### src/rtl/modulo_mux8_1_scan_reader.sv
// Receiver for the 1-of-8 active-low select bus: sweeps input_sel, samples the addressed
// line once per dwell period, assembles 8-bit frames and flags contention on idle lines.
module modulo_mux8_1_scan_reader #(
    parameter int DWELL = 4,
    parameter int CNT_W = 2
) (
    input  logic       clk,
    input  logic       reset,
    input  logic       enable,
    input  logic       hold,
    input  logic [7:0] Nin,
    input  logic       clr_err,
    output logic [2:0] input_sel,
    output logic       A_out,
    output logic [7:0] data_out,
    output logic       frame_valid,
    output logic       err
);

    typedef enum logic {IDLE = 1'b0, SCAN = 1'b1} state_t;

    localparam logic [CNT_W-1:0] LAST_CNT = CNT_W'(DWELL - 1);

    state_t           state_q, state_d;
    logic [2:0]       sel_q, sel_d;
    logic [CNT_W-1:0] cnt_q, cnt_d;
    logic [7:0]       shadow_q, shadow_d;
    logic [7:0]       data_q, data_d;
    logic             a_out_q, a_out_d;
    logic             frame_valid_q, frame_valid_d;
    logic             err_q, err_d;

    logic [2:0]       line;
    logic [7:0]       line_mask;
    logic [7:0]       sampled;
    logic             sample;
    logic             contention;

    // Code s addresses line 7-s; any other line pulled low means a second driver is active.
    assign line       = 3'd7 - sel_q;
    assign line_mask  = 8'b1 << line;
    assign sampled    = (shadow_q & ~line_mask) | (Nin & line_mask);
    assign sample     = (state_q == SCAN) && enable && (cnt_q == LAST_CNT);
    assign contention = |(~Nin & ~line_mask);

    always_ff @(posedge clk or posedge reset) begin
        if (reset) begin
            state_q       <= IDLE;
            sel_q         <= 3'd0;
            cnt_q         <= '0;
            shadow_q      <= 8'hFF;
            data_q        <= 8'hFF;
            a_out_q       <= 1'b1;
            frame_valid_q <= 1'b0;
            err_q         <= 1'b0;
        end else begin
            state_q       <= state_d;
            sel_q         <= sel_d;
            cnt_q         <= cnt_d;
            shadow_q      <= shadow_d;
            data_q        <= data_d;
            a_out_q       <= a_out_d;
            frame_valid_q <= frame_valid_d;
            err_q         <= err_d;
        end
    end

    always_comb begin
        state_d = state_q;
        case (state_q)
            IDLE: if (enable)  state_d = SCAN;
            SCAN: if (!enable) state_d = IDLE;
        endcase
    end

    // Dropping enable discards the partial frame; it takes priority over a pending sample.
    always_comb begin
        sel_d         = sel_q;
        cnt_d         = cnt_q;
        shadow_d      = shadow_q;
        data_d        = data_q;
        a_out_d       = a_out_q;
        frame_valid_d = 1'b0;
        err_d         = err_q & ~clr_err;

        if ((state_q == IDLE) || !enable) begin
            sel_d    = 3'd0;
            cnt_d    = '0;
            shadow_d = 8'hFF;
        end else if (sample) begin
            cnt_d    = '0;
            a_out_d  = Nin[line];
            shadow_d = sampled;
            if (contention) begin
                err_d = 1'b1;
            end
            if (!hold) begin
                if (sel_q == 3'd7) begin
                    sel_d         = 3'd0;
                    data_d        = sampled;
                    frame_valid_d = 1'b1;
                    shadow_d      = 8'hFF;
                end else begin
                    sel_d = sel_q + 3'd1;
                end
            end
        end else begin
            cnt_d = cnt_q + CNT_W'(1);
        end
    end

    assign input_sel   = sel_q;
    assign A_out       = a_out_q;
    assign data_out    = data_q;
    assign frame_valid = frame_valid_q;
    assign err         = err_q;

endmodule

### config.mk
export PLATFORM = sky130hd
export DESIGN_NAME = modulo_mux8_1_scan_reader
export DESIGN_NICKNAME = d
export VERILOG_FILES = /design/src/rtl/modulo_mux8_1_scan_reader.sv
export SDC_FILE = /design/constraint.sdc
export NUM_CORES = 1
export LEC_CHECK = 0
export BUFFER_PORTS_ARGS = -buffer_cell sky130_fd_sc_hd__buf_4
export CAP_MARGIN = 20
export CORE_MARGIN = 5
export CORE_UTILIZATION = 40
export DETAILED_ROUTE_END_ITERATION = 8
export PLACE_DENSITY_LB_ADDON = 0.25
export SLEW_MARGIN = 20
export SYNTH_ARGS = -nofsm -noshare
export SYNTH_HDL_FRONTEND = slang
export SYNTH_SLANG_ARGS = --single-unit
### constraint.sdc
create_clock -name clk -period 2.01 [get_ports clk]
set_input_delay 0.402 -clock clk [delete_from_list [all_inputs] [get_ports clk]]
set_output_delay 0.402 -clock clk [all_outputs]
set_load 0.01 [all_outputs]
==> impl_metrics.py <==
metrics = {
    "outcome": {
        "run_status": "completed",
    },
    "detailed_routing": {
        "vias": 1049,
        "wl_per_cell_um": 14.73,
        "post-route-drc-count": 0,
        "routed_wl_um": 2945,
        "ant_nets": 0,
        "drtIter0Drc": 37,
        "dr.pass1.iters": 4,
        "viasPerCell": 5.245,
    },
    "final_layout": {
        "fillers": 299,
        "final_cell_mix": "buf_4, a21oi_1, dfstp_2",
        "area_growth_pct": 20.79,
        "finalNetCount": 177,
        "antenna_cells": 0,
        "drive_above_1_share_pct": 35.26,
        "finalInstanceArea_um2": 1599,
        "layout_commonest_cell": "buf_4",
    },
    "clock_network": {
        "cts_tree": "yes",
        "clk-insertion-delay-late_ns": 0.32,
        "postCtsResizedCells": 0,
        "cts.hold.buffers_added": 0,
        "post_cts_buffers": 0,
        "cts_root_buf": "clkbuf_4",
        "path_clk_slew_ns": 0.14,
        "cts_buffers": 3,
        "clock_sinks": 25,
        "cts-root-to-sink-buffers": 2,
        "htree_levels": 1,
    },
    "sta": {
        "worst_pin_slew_ns": 0.4471,
        "hold_viol": 0,
        "clock.fmax_mhz": 523.8,
        "max_slew_margin_pct": 70.13,
        "setup_viol": 0,
        "tns_ns": 0,
        "min_period_ns": 1.909,
        "slew_viol_final": 0,
        "fin_skew_ns": 0.008995,
        "rsz0062_at_grt": "false",
        "post-route-period-util_pct": 94.99,
    },
    "power": {
        "powerDensity_nw_per_um2": 503.0,
        "switching_share_pct": 23.07,
        "p_clk_share_pct": 27.8,
        "power_switching_uw": 185.5,
        "combPwrFrac_pct": 8.4,
        "max-vdd-ir-drop_v": 0.0002435,
        "sequentialPowerShare_pct": 63.8,
        "internal_power_uw": 618.7,
        "p_leak_nw": 0.7140,
    },
    "setup_path": {
        "path_max_fanout": 6,
        "regToRegSetupSlack_ns": 0.10,
        "cp-end-kind": "flop",
        "worstRegToRegCells": 6,
        "crit_arrival_ns": 2.10,
        "critPathRequiredTime_ns": 2.20,
        "worstSetupPathType": "reg -> reg",
        "r2r-end": "err",
        "critPathLaunchType": "flop",
        "rr_startpoint": "input_sel[1]",
    },
    "min_path": {
        "hold_class": "in -> async",
    },
    "synth": {
        "synth-seq-cells": 25,
        "post-synth-top-area-cell": "dfstp_2",
        "synth_cell_types": 33,
        "postSynth.asyncResetShare_pct": 100.0,
        "synthesis.area_um2": 1324,
        "ys.flop_type": "dfstp_2",
        "ys_warn_count": 0,
        "synth-seq-area-share_pct": 48.87,
        "synth_nets": 146,
        "syn_inst": 126,
        "synth.area.top_cells": "dfstp_2, dfrtp_1, a21oi_1, mux2i_1, ha_1",
        "synth.avg_cell_area_um2": 10.51,
        "synth.top_cell.area_share_pct": 33.74,
        "synth_edf_count": 0,
    },
    "floorplanning": {
        "fp.dieW_um": 67.53,
        "start_util_pct": 42.66,
        "core-area_um2": 3103,
        "fp-row-count": 20,
        "dieArea_um2": 4560,
        "dieHeight_um": 67.53,
        "io_pins": 27,
    },
    "global_route": {
        "grt_overflow": 0,
        "grt_pass1_vias": 1033,
        "antenna_found_initial": 0,
        "grt_pass1_wl_um": 5037,
        "grt_util_all_layers_pct": 14.83,
        "grt_max_degree": 26,
    },
    "place": {
        "hpwlAfterDp_um": 2259,
        "placed_area_um2": 1573,
        "portBuffers": 26,
        "gp_congestion": 0.8736,
    },
    "job": {
        "maxCapViolCount": 0,
    },
}
## critical path: stages, from the launching register on
cell	delay (ns)
dfrtp_1	0.44
ha_1	0.22
ha_1	0.29
o22ai_1	0.11
a211o_1	0.29
a2111oi_2	0.32
o22ai_1	0.11
## stage by stage
stage                     cells  util [%]  setup WS [ns]  power (mW)  hold slack [ns]
after floorplan             126         -         0.2828      0.5501           0.4082
after global placement      196     50.69         0.2280      0.5883           0.4188
after detailed placement    196     50.69         0.1363      0.5898           0.4329
after CTS                   200     51.53         0.1096      0.8211           0.1109
after global routing        200     51.53       0.003046      0.8557           0.1188
final                       200     51.53         0.1007      0.8042           0.1111
## cell usage after synthesis (2+ instances only)
master and instances:
o22ai_1 2, dfrtp_1 8, dfstp_2 17, nand2b_1 3, a21boi_0 2, mux2i_1 9
a21oi_1 19, a31oi_1 2, nand2_1 9, o21ai_0 2, nor2_1 15, inv_1 6
o32a_1 4, nand3_1 2, nor2b_1 2, ha_1 7
## per-layer routing
layer  wire, µm  vias up  share of wire [%]  GRT usage, %
met4         75        0                2.5         6.835
met1       1320      502                 45         20.10
met3        174        6                5.9         3.161
li1           -      514                  -             -
met5          0        -                  0             0
met2       1375       27                 47         22.48
## cell type report
cell class	instances	area [µm²]	share of cell area (%)
multi-input combinational	91	626.9	39.20
timing repair buffer	29	217.7	13.62
inverter	7	26.28	1.643
tap	44	55.05	3.443
clock buffer	4	26.28	1.643
sequential	25	646.9	40.45
## how the worst max path moves through the flow
| stage | from | endpoint | slack, ns |
|---|---|---|---|
| after floorplan | input_sel[1] | err | 0.28 |
| after global placement | input_sel[1] | err | 0.23 |
| after detailed placement | input_sel[1] | err | 0.14 |
| after CTS | input_sel[1] | err | 0.11 |
| after global routing | input_sel[1] | err | 0.003 |
| final | input_sel[1] | err | 0.10 |
## logic make-up (layout without fill, tap and decap cells)
logic type	Yosys count	count (layout)	share of synthesized area, %
AO/OA/AOI/OAI	35	35	16.92
adder cells (fa/ha/maj)	7	7	6.616
buffers and inverters	10	40	3.780
flip-flops	25	25	48.87
multiplexers	11	11	9.357
AND/OR/NAND/NOR	38	38	14.46
## state kept, by name, summed over array words and instances (netlist names)
register and cells:
data_out 8, shadow_q 8, input_sel 3, cnt_q 2, A_out 1, err 1, frame_valid 1, state_q 1
## power by group through the flow
stage	logic (mW)	clock network (mW)	registers (mW)
floorplan	0.0286	0	0.521
global placement	0.0674	0	0.521
detailed placement	0.0685	0	0.521
CTS	0.0686	0.239	0.513
global route	0.0758	0.266	0.514
finish	0.0674	0.223	0.513
Power figures use the tool's default switching activity.
